==> config.mk <==
export PLATFORM = sky130hd
export DESIGN_NAME = ifetch_stage_flat
export DESIGN_NICKNAME = d
export VERILOG_FILES = /design/src/rtl/lc3b_types.sv /design/src/rtl/ifetch_stage_if.sv /design/src/rtl/ifetch_pc_reg.sv /design/src/rtl/ifetch_stage.sv /design/src/flat_wrapper.sv
export SDC_FILE = /design/constraint.sdc
export NUM_CORES = 1
export LEC_CHECK = 0
export CAP_MARGIN = 10
export CORE_MARGIN = 3
export CORE_UTILIZATION = 33
export DETAILED_ROUTE_END_ITERATION = 6
export PLACE_DENSITY_LB_ADDON = 0.05
export SYNTH_ARGS = -nofsm -noshare
export SYNTH_HDL_FRONTEND = slang
export SYNTH_SLANG_ARGS = --single-unit
export TNS_END_PERCENT = 20
==> constraint.sdc <==
create_clock -name clk -period 2.15 [get_ports clk]
set_input_delay 0.5375 -clock clk [delete_from_list [all_inputs] [get_ports clk]]
set_output_delay 0.5375 -clock clk [all_outputs]
set_load 0.01 [all_outputs]
==> src/rtl/lc3b_types.sv <==
// Shared LC-3b types for the fetch stage: word type, reset PC, fetch FSM states, IF/ID record.
// Included ahead of every file that does `import lc3b_types::*`.
package lc3b_types;

   typedef logic [15:0] lc3b_word;

   localparam lc3b_word LC3B_RESET_PC = 16'h0000;

   typedef enum logic [1:0] {
      IF_RUN     = 2'd0,
      IF_HOLD    = 2'd1,
      IF_DISCARD = 2'd2
   } lc3b_ifetch_state;

   typedef struct packed {
      logic     valid;
      lc3b_word ir;
      lc3b_word pc;
   } lc3b_if_id;

   // Instructions are 2 bytes; wraps modulo 2^16.
   function automatic lc3b_word lc3b_pc_inc(input lc3b_word pc);
      return pc + 16'd2;
   endfunction

endpackage

==> src/rtl/ifetch_stage_if.sv <==
// I-cache fetch port: the fetch stage is master (request/address), the cache is slave (data/resp).
// resp is re-asserted every cycle while read stays high on the same address.
interface ifetch_stage_if;
   import lc3b_types::*;

   logic     icache_read;
   lc3b_word icache_address;
   lc3b_word icache_rdata;
   logic     icache_resp;

   modport master (
      output icache_read,
      output icache_address,
      input  icache_rdata,
      input  icache_resp
   );

   modport slave (
      input  icache_read,
      input  icache_address,
      output icache_rdata,
      output icache_resp
   );

endinterface

==> src/rtl/ifetch_pc_reg.sv <==
// Fetch PC register with next-pc mux: redirect (bit 0 forced low) > advance by 2 > hold.
// Latency: new pc visible one edge after redirect/advance; no backpressure of its own.
// Backpressure: holds whenever the caller does not advance.
module ifetch_pc_reg
   import lc3b_types::*;
(
   input  logic     clk,
   input  logic     rst_n,
   input  logic     redirect_valid,
   input  lc3b_word redirect_pc,
   input  logic     advance,
   output lc3b_word pc,
   output lc3b_word pc_inc
);

   lc3b_word pc_nxt;

   assign pc_inc = lc3b_pc_inc(pc);

   always_comb begin
      pc_nxt = pc;
      if (redirect_valid) begin
         pc_nxt = redirect_pc & 16'hFFFE;
      end else if (advance) begin
         pc_nxt = pc_inc;
      end
   end

   always_ff @(posedge clk or negedge rst_n) begin
      if (!rst_n) begin
         pc <= LC3B_RESET_PC;
      end else begin
         pc <= pc_nxt;
      end
   end

endmodule

==> src/rtl/ifetch_stage.sv <==
// LC-3b instruction fetch: I-cache request FSM plus IF/ID register; IFETCH_SKID_EN adds a 1-entry skid.
// Latency: cache resp -> IF/ID valid on the next edge, one instruction per cycle on hits.
// Backpressure: stall holds IF/ID; request held on its address (no skid) or one word parked in skid with fetch paused.
module ifetch_stage
   import lc3b_types::*;
(
   input  logic           clk,
   input  logic           rst_n,
   ifetch_stage_if.master ic,
   input  logic           stall,
   input  logic           redirect_valid,
   input  lc3b_word       redirect_pc,
   output logic           if_id_valid,
   output lc3b_word       if_id_ir,
   output lc3b_word       if_id_pc
);

   lc3b_ifetch_state state;
   lc3b_ifetch_state state_nxt;
   lc3b_word         pc;
   lc3b_word         pc_inc;
   lc3b_word         discard_addr;
   lc3b_if_id        if_id_q;
   logic             slot_free;
   logic             accept;
   logic             advance;
   logic             enter_discard;
`ifdef IFETCH_SKID_EN
   lc3b_if_id        skid_q;
   logic             capture;
   logic             skid_move;
`endif

   assign slot_free     = !if_id_q.valid || !stall;
   // A redirect with the fetch still outstanding must wait out that response on the old address.
   assign enter_discard = (state == IF_RUN) && redirect_valid && !ic.icache_resp;

`ifdef IFETCH_SKID_EN
   assign advance = accept || capture;
`else
   assign advance = accept;
`endif

   ifetch_pc_reg u_pc_reg (
      .clk            (clk),
      .rst_n          (rst_n),
      .redirect_valid (redirect_valid),
      .redirect_pc    (redirect_pc),
      .advance        (advance),
      .pc             (pc),
      .pc_inc         (pc_inc)
   );

   always_ff @(posedge clk or negedge rst_n) begin
      if (!rst_n) begin
         state <= IF_RUN;
      end else begin
         state <= state_nxt;
      end
   end

   always_comb begin
      state_nxt = state;
      case (state)
         IF_RUN: begin
            if (redirect_valid) begin
               state_nxt = ic.icache_resp ? IF_RUN : IF_DISCARD;
            end
`ifdef IFETCH_SKID_EN
            else if (capture) begin
               state_nxt = IF_HOLD;
            end
`endif
         end
         IF_DISCARD: begin
            if (!redirect_valid && ic.icache_resp) begin
               state_nxt = IF_RUN;
            end
         end
`ifdef IFETCH_SKID_EN
         IF_HOLD: begin
            if (redirect_valid || slot_free) begin
               state_nxt = IF_RUN;
            end
         end
`endif
         default: state_nxt = IF_RUN;
      endcase
   end

   // icache_read is gated by rst_n so it drops the instant reset asserts.
   always_comb begin
      ic.icache_read    = 1'b0;
      ic.icache_address = pc;
      accept            = 1'b0;
`ifdef IFETCH_SKID_EN
      capture           = 1'b0;
      skid_move         = 1'b0;
`endif
      case (state)
         IF_RUN: begin
            ic.icache_read = rst_n;
            accept         = ic.icache_resp && slot_free;
`ifdef IFETCH_SKID_EN
            capture        = ic.icache_resp && !slot_free;
`endif
         end
         IF_DISCARD: begin
            ic.icache_read    = rst_n;
            ic.icache_address = discard_addr;
         end
`ifdef IFETCH_SKID_EN
         IF_HOLD: begin
            skid_move = slot_free;
         end
`endif
         default: ;
      endcase
   end

   always_ff @(posedge clk or negedge rst_n) begin
      if (!rst_n) begin
         discard_addr <= LC3B_RESET_PC;
      end else if (enter_discard) begin
         discard_addr <= pc;
      end
   end

   always_ff @(posedge clk or negedge rst_n) begin
      if (!rst_n) begin
         if_id_q <= '0;
      end else if (redirect_valid) begin
         if_id_q.valid <= 1'b0;
      end else if (accept) begin
         if_id_q <= '{valid: 1'b1, ir: ic.icache_rdata, pc: pc_inc};
      end
`ifdef IFETCH_SKID_EN
      else if (skid_move) begin
         if_id_q <= skid_q;
      end
`endif
      else if (slot_free) begin
         if_id_q.valid <= 1'b0;
      end
   end

`ifdef IFETCH_SKID_EN
   always_ff @(posedge clk or negedge rst_n) begin
      if (!rst_n) begin
         skid_q <= '0;
      end else if (redirect_valid) begin
         skid_q.valid <= 1'b0;
      end else if (capture) begin
         skid_q <= '{valid: 1'b1, ir: ic.icache_rdata, pc: pc_inc};
      end else if (skid_move) begin
         skid_q.valid <= 1'b0;
      end
   end
`endif

   assign if_id_valid = if_id_q.valid;
   assign if_id_ir    = if_id_q.ir;
   assign if_id_pc    = if_id_q.pc;

endmodule

==> src/flat_wrapper.sv <==
// flat-port wrapper written by rule: the top's interface ports become plain ports
module ifetch_stage_flat import lc3b_types::*;
  (clk, rst_n, stall, redirect_valid, redirect_pc, if_id_valid, if_id_ir, if_id_pc, ic_icache_read, ic_icache_address, ic_icache_rdata, ic_icache_resp);
  ifetch_stage_if ic_i ();
  input  logic clk;
  input  logic rst_n;
  input  logic stall;
  input  logic redirect_valid;
  input  lc3b_word redirect_pc;
  output logic if_id_valid;
  output lc3b_word if_id_ir;
  output lc3b_word if_id_pc;
  output wire logic [$bits(ic_i.icache_read)-1:0] ic_icache_read;
  output wire logic [$bits(ic_i.icache_address)-1:0] ic_icache_address;
  input wire logic [$bits(ic_i.icache_rdata)-1:0] ic_icache_rdata;
  input wire logic [$bits(ic_i.icache_resp)-1:0] ic_icache_resp;
  assign ic_icache_read = ic_i.icache_read;
  assign ic_icache_address = ic_i.icache_address;
  assign ic_i.icache_rdata = ic_icache_rdata;
  assign ic_i.icache_resp = ic_icache_resp;
  ifetch_stage u_core (.clk(clk), .rst_n(rst_n), .ic(ic_i), .stall(stall), .redirect_valid(redirect_valid), .redirect_pc(redirect_pc), .if_id_valid(if_id_valid), .if_id_ir(if_id_ir), .if_id_pc(if_id_pc));
endmodule
==> results of run 1 <==
through the flow:
step / hold slack, ps / std cells / setup slack [ps]
2_1_floorplan: 242 / 322 / 258
3_3_place_gp: 456 / 514 / -160
3_5_place_dp: 461 / 514 / -156
4_1_cts: 479 / 529 / -137
5_1_grt: 490 / 529 / -166
6_report: 431 / 529 / -96.9
critical path: stages (launching register included):
cell	delay, ps
sky130_fd_sc_hd__dfrtp_1	360
sky130_fd_sc_hd__buf_6	180
sky130_fd_sc_hd__mux2_2	350
sky130_fd_sc_hd__clkdlybuf4s50_1	490
power breakdown:
group / switching, mW / total (mW) / internal (mW)
registers: 0.152 / 1.58 / 1.43
clock network: 0.453 / 0.891 / 0.437
logic: 0.477 / 1.13 / 0.655
sequential cells by signal, summed over array words and instances, names as in the netlist:
| name | count |
|---|---|
| u_core.discard_addr | 15 |
| u_core.if_id_ir | 16 |
| u_core.if_id_pc | 15 |
| u_core.if_id_valid | 1 |
| u_core.state | 1 |
| u_core.u_pc_reg.pc | 15 |
final timing paths:
kind / endpoint / from / depth (start not counted) / slack [ps]
min in group clk: u_core.if_id_ir[9] / u_core.if_id_ir[9] / 2 / 480
max: ic_icache_address[14] / u_core.state[1] / 3 / -100
max in group asynchronous: u_core.if_id_valid / rst_n / 2 / 1160
min: u_core.if_id_pc[12] / rst_n / 2 / 430
max reg2reg: u_core.u_pc_reg.pc[14] / u_core.u_pc_reg.pc[8] / 4 / 260
min reg2reg: u_core.if_id_ir[9] / u_core.if_id_ir[9] / 2 / 480
cell usage after synthesis:
master,number
sky130_fd_sc_hd__nand2_1,85
sky130_fd_sc_hd__dfrtp_1,63
sky130_fd_sc_hd__mux2_2,29
sky130_fd_sc_hd__o21ai_0,22
sky130_fd_sc_hd__xnor2_1,13
sky130_fd_sc_hd__clkbuf_1,10
sky130_fd_sc_hd__nand3_1,10
sky130_fd_sc_hd__nor2_1,9
sky130_fd_sc_hd__buf_2,8
sky130_fd_sc_hd__nor4_1,8
sky130_fd_sc_hd__buf_4,5
sky130_fd_sc_hd__or4_1,5
sky130_fd_sc_hd__a31oi_1,4
sky130_fd_sc_hd__inv_1,4
sky130_fd_sc_hd__nand4_1,4
sky130_fd_sc_hd__nor3_1,4
sky130_fd_sc_hd__xor2_1,4
sky130_fd_sc_hd__a21oi_1,3
sky130_fd_sc_hd__nor2b_1,3
sky130_fd_sc_hd__o211ai_1,3
sky130_fd_sc_hd__a22oi_1,2
sky130_fd_sc_hd__buf_1,2
sky130_fd_sc_hd__buf_6,2
sky130_fd_sc_hd__nand2b_1,2
sky130_fd_sc_hd__o31ai_1,2
sky130_fd_sc_hd__or2_2,2
sky130_fd_sc_hd__or3_1,2
sky130_fd_sc_hd__a21o_1,1
sky130_fd_sc_hd__a221o_1,1
sky130_fd_sc_hd__and2_4,1
sky130_fd_sc_hd__conb_1,1
sky130_fd_sc_hd__ha_1,1
sky130_fd_sc_hd__mux2i_1,1
sky130_fd_sc_hd__nand3_2,1
sky130_fd_sc_hd__o41ai_1,1
sky130_fd_sc_hd__or2_1,1
sky130_fd_sc_hd__or3b_2,1
sky130_fd_sc_hd__or4b_1,1
final cells by class:
cell class / instances / area, µm² / area share
Sequential cell: 63 / 1580 / 0.366
Inverter: 4 / 15.0 / 0.00349
Clock buffer: 11 / 141 / 0.0328
Tap cell: 108 / 135 / 0.0314
Clock inverter: 4 / 22.5 / 0.00523
Timing Repair Buffer: 111 / 1040 / 0.241
Multi-Input combinational cell: 228 / 1380 / 0.320
cells by family (layout without fill, tap and decap cells):
family	count (synthesis)	in the layout	share of synthesized area
other	1	2	0.00121
xor gates and xnor gates	17	17	0.0480
AOI/OAI and AO/OA	39	39	0.0738
buffers and inverters	31	130	0.0516
muxes	30	30	0.108
and+or+nand+nor	139	139	0.205
DFF	63	63	0.508
adders and majority gates	1	1	0.00403
metal layers:
metal	routed length [µm]	up-vias	track usage
met5	0	-	0
met4	111	0	0.0598
met3	288	9	0.0304
met2	3810	52	0.254
met1	4060	1245	0.233
li1	-	1286	-
==> reports/qor.yml, run 1 <==
status:
  result_of_the_run: "complete, but fails checks"
  failing_checks: "setup timing"
worst_setup_path:
  path_class: "reg -> out"
  start_kind: "register"
  largest_fanout_on_the_critical_path: 12
  crit_required_ps: 1610
  crit_path_end_kind: "output port"
  timing.critical_path.arrival_ps: 1710
floorplan:
  placeableCoreArea_um2: 8930
  floorplan.die.width_um: 103
  num_io_pins: 87
  num_rows: 34
  die_y_um: 103
  die_area_um2: 10600
  start_util: 0.347
layout:
  layout.cells.most_common: "sky130_fd_sc_hd__nand2_1"
  drive_above_1_share: 0.188
  layout.cells.most_common_list: "85 x sky130_fd_sc_hd__nand2_1, 80 x sky130_fd_sc_hd__clkdlybuf4s50_1, 63 x sky130_fd_sc_hd__dfrtp_1"
  filler_cell_count: 876
  nNetsFinal: 455
  layout-area-overhead-vs-synth_pct: 38.8
  stdcell_area_um2: 4310
  antenna_cells: 0
  final_core_utilization: 0.482
logic_synthesis:
  total_number_of_yosys_warnings: 0
  ys_types: 38
  seq_area_frac_synth: 0.508
  cell_type_contributing_the_most_total_cell_area_after_synthesis: "sky130_fd_sc_hd__dfrtp_1"
  ys_seq_elements: 63
  avgSynthCellArea_um2: 9.67
  syn_area_um2: 3100
  top_cells_by_area_in_the_synthesized_netlist: "sky130_fd_sc_hd__dfrtp_1 51%, sky130_fd_sc_hd__mux2_2 11%, sky130_fd_sc_hd__nand2_1 10%"
  synth_largest_type_area_fraction: 0.508
  postSynthCellCount: 321
worst_hold_path:
  timing.hold.worst.class: "in -> async"
clock_network:
  clk_transition_reported_paths_ps: 70
  cts.repair_timing.setup_buffer_count: 0
  level_count_of_the_clock_h_tree: 3
  numClockSinks: 63
  cts-buffers-inserted: 9
  max_root_sink_buffers: 2
  cts.root.buffer_cell: "sky130_fd_sc_hd__clkbuf_8"
  clk-insertion-delay-late_ps: 340
  hold_buffers: 0
  postCtsResizedCells: 3
  cts_tree: "yes"
sta:
  period_minus_slack_ps: 2250
  max_freq_mhz: 445
  rsz0062_at_grt: "true"
  final_hold_viol_count: 0
  worst_pin_slew_ps: 832
  timing.clock.skew_ps: 7.54
  timing.final.crit_share: 1.05
  drv_slew: 0
  finalSetupViolations: 13
  layout_setup_ws_ps: -96.9
  maxSlewHeadroom: 0.445
  setup_tns_ps: -1120
global_routing:
  antenna_found_initial: 0
  overall_routing_resource_usage: 0.165
  global_route.overflow_total: 0
  pin_count_of_the_biggest_net_entering_global_routing: 64
  grt_pass1_wl_mm: 13.3
  first_global_vias: 2528
route:
  drt-pass1-iter-count: 4
  first_iter_violations: 88
  final_antenna_net_count: 0
  post_drt_via_cell_ratio: 4.90
  remaining_drc_errors: 0
  route.vias.total: 2592
  wl_per_cell_um: 15.6
  drt_wl_total_mm: 8.28
placed_design:
  routabilityCongestion: 0.800
  dpl-instance-area_um2: 4140
  io_buffers: 83
  post_detailed_placement_half_perimeter_wirelength_mm: 5.92
power:
  leakagePower_nw: 1.84
  p_total_mw: 3.60
  power.density_nw_per_um2: 837
  vdd.ir_drop.worst_v: 0.000339
flow_run:
  max_cap_violations: 0
Power figures use the tool's default switching activity.
==> run 2, diff against run 1 <==
CORE_UTILIZATION = 48   (was 33)
==> run 2 against run 1 <==
Against the previous run:
- the flow now finishes without violations
- sequential power is essentially flat
- maximum frequency grew 7.5%
- non-clock buffer count shrank 1
- first-iteration DRC count grew 23%
- global-route usage grew 5.1 points
==> reports/qor.yml, run 2 (synthesized netlist as in run 1, its figures left out) <==
route:
  drt_wl_total_mm: 7.58
  remaining_drc_errors: 0
  post_drt_via_cell_ratio: 5.27
  drt-pass1-iter-count: 4
  final_antenna_net_count: 0
  first_iter_violations: 108
  route.vias.total: 2611
  wl_per_cell_um: 15.3
power:
  sw_frac_of_total: 0.294
  p_total_mw: 3.61
  leakagePower_nw: 1.87
  p_int_mw: 2.55
  p_switching_mw: 1.06
  seq_power_share: 0.440
  clkPwrFrac: 0.260
  p_comb_frac: 0.300
  power.density_nw_per_um2: 846
  vdd.ir_drop.worst_v: 0.000461
clock_network:
  clk_transition_reported_paths_ps: 70
  cts-buffers-inserted: 9
  cts_tree: "yes"
  level_count_of_the_clock_h_tree: 3
  max_root_sink_buffers: 2
  clk-insertion-delay-late_ps: 340
  cts.root.buffer_cell: "sky130_fd_sc_hd__clkbuf_8"
  numClockSinks: 63
placed_design:
  post_detailed_placement_half_perimeter_wirelength_mm: 5.39
  io_buffers: 83
  routabilityCongestion: 0.861
  placedCellCount: 479
layout:
  layout-area-overhead-vs-synth_pct: 37.5
  final_core_utilization: 0.700
  layout.cells.most_common_list: "85 x sky130_fd_sc_hd__nand2_1, 67 x sky130_fd_sc_hd__clkdlybuf4s50_1, 63 x sky130_fd_sc_hd__dfrtp_1"
  nNetsFinal: 454
  number_of_flip_flops_under_the_largest_register_name: 16
  multi_input_area_um2: 1380
  filler_cell_count: 507
  antenna_cells: 0
  register_area_um2: 1580
  drive_above_1_share: 0.190
  layout.cells.most_common: "sky130_fd_sc_hd__nand2_1"
  finalNonFillerCells: 495
worst_setup_path:
  crit_path_end_kind: "output port"
  start_kind: "register"
  ff2ff_path_depth: 6
  crit_required_ps: 1610
  path_class: "reg -> out"
  timing.critical_path.arrival_ps: 1550
  crit-reg2reg-launch: "u_core.state[1]"
  critical_path.reg2reg.endpoint: "u_core.u_pc_reg.pc[14]"
  largest_fanout_on_the_critical_path: 14
  setup.reg_to_reg.worst_slack_ps: 100
sta:
  final_hold_viol_count: 0
  rsz0062_at_grt: "false"
  setup_tns_ps: 0
  period_minus_slack_ps: 2090
  worst_pin_slew_ps: 811
  finalSetupViolations: 0
  drv_slew: 0
  timing.clock.skew_ps: 5.47
  maxSlewHeadroom: 0.459
  hold_worst_slack_ps: 413
  max_freq_mhz: 479
  timing.final.crit_share: 0.972
global_routing:
  global_route.overflow_total: 0
  overall_routing_resource_usage: 0.216
  antenna_found_initial: 0
  first_global_vias: 2569
  grt_pass1_wl_mm: 12.5
  pin_count_of_the_biggest_net_entering_global_routing: 64
floorplan:
  floorplan.die.width_um: 86.4
  die_y_um: 86.4
  start_util: 0.509
  num_io_pins: 87
  num_rows: 28
  die_area_um2: 7460
  placeableCoreArea_um2: 6100
flow_run:
  max_cap_violations: 0
worst_hold_path:
  timing.hold.worst.class: "in -> async"
status:
  result_of_the_run: "complete, no violations"
-- run 2: changes by cell type in the layout (fill, tap and decap cells not counted) --
cell	change
sky130_fd_sc_hd__clkdlybuf4s50_1	-13
sky130_fd_sc_hd__dlygate4sd2_1	+12
sky130_fd_sc_hd__clkbuf_8	+2
sky130_fd_sc_hd__buf_12	+1
sky130_fd_sc_hd__buf_2	+1
sky130_fd_sc_hd__buf_4	-1
sky130_fd_sc_hd__buf_6	-1
sky130_fd_sc_hd__clkbuf_1	-1
sky130_fd_sc_hd__clkinv_2	-1
-- run 2: cell type report --
class / instances / area share
Sequential cell: 63 / 0.370
Multi-Input combinational cell: 228 / 0.323
Timing Repair Buffer: 110 / 0.239
Clock buffer: 12 / 0.0387
Tap cell: 75 / 0.0220
Clock inverter: 3 / 0.00411
Inverter: 4 / 0.00352
-- run 2: what timing repair did --
item                                    in CTS  in global routing
endpoints found under the setup margin      15                  0
endpoints found under the hold margin        0                  0
hold buffers                                 0                  0
buffers inserted                             1                  0
gates resized for setup                     18                  0
-- run 2: power by group through the flow --
| stage | logic, mW | registers [mW] | clock network (mW) |
|---|---|---|---|
| 6_report | 1.08 | 1.59 | 0.940 |
| 4_1_cts | 1.10 | 1.59 | 0.967 |
| 2_1_floorplan | 0.482 | 1.63 | 0 |
| 5_1_grt | 1.19 | 1.61 | 1.02 |
| 3_5_place_dp | 1.14 | 1.61 | 0 |
| 3_3_place_gp | 1.12 | 1.59 | 0 |
-- run 2: metal layers --
layer,GRT usage,wire [µm]
met1,0.295,3440
met2,0.336,3640
met3,0.0475,398
met4,0.0850,95
met5,0,0
-- run 2: through the flow --
stage | setup slack (ps) | cell area [µm²]
after detailed placement | -152 | 4100
after CTS | 45.2 | 4270
after global routing | 3.25 | 4270
final | 60.5 | 4270
after floorplan | 258 | 3110
after global placement | -127 | 4100
-- run 2: how the worst max path moves through the flow --
stage / start / to / slack, ps / depth (start not counted)
3_5_place_dp: stall / u_core.u_pc_reg.pc[12] / -150 / 5
6_report: u_core.state[1] / ic_icache_address[12] / 60 / 3
2_1_floorplan: stall / u_core.u_pc_reg.pc[14] / 260 / 6
3_3_place_gp: stall / u_core.u_pc_reg.pc[14] / -130 / 5
4_1_cts: u_core.state[1] / ic_icache_address[12] / 50 / 3
5_1_grt: u_core.state[1] / u_core.u_pc_reg.pc[12] / 3 / 6
-- run 2: worst max-delay path, cell delays in order, from the launching register on --
cell and delay, ps:
sky130_fd_sc_hd__dfrtp_1 400, sky130_fd_sc_hd__buf_12 170, sky130_fd_sc_hd__mux2_2 350, sky130_fd_sc_hd__dlygate4sd2_1 280
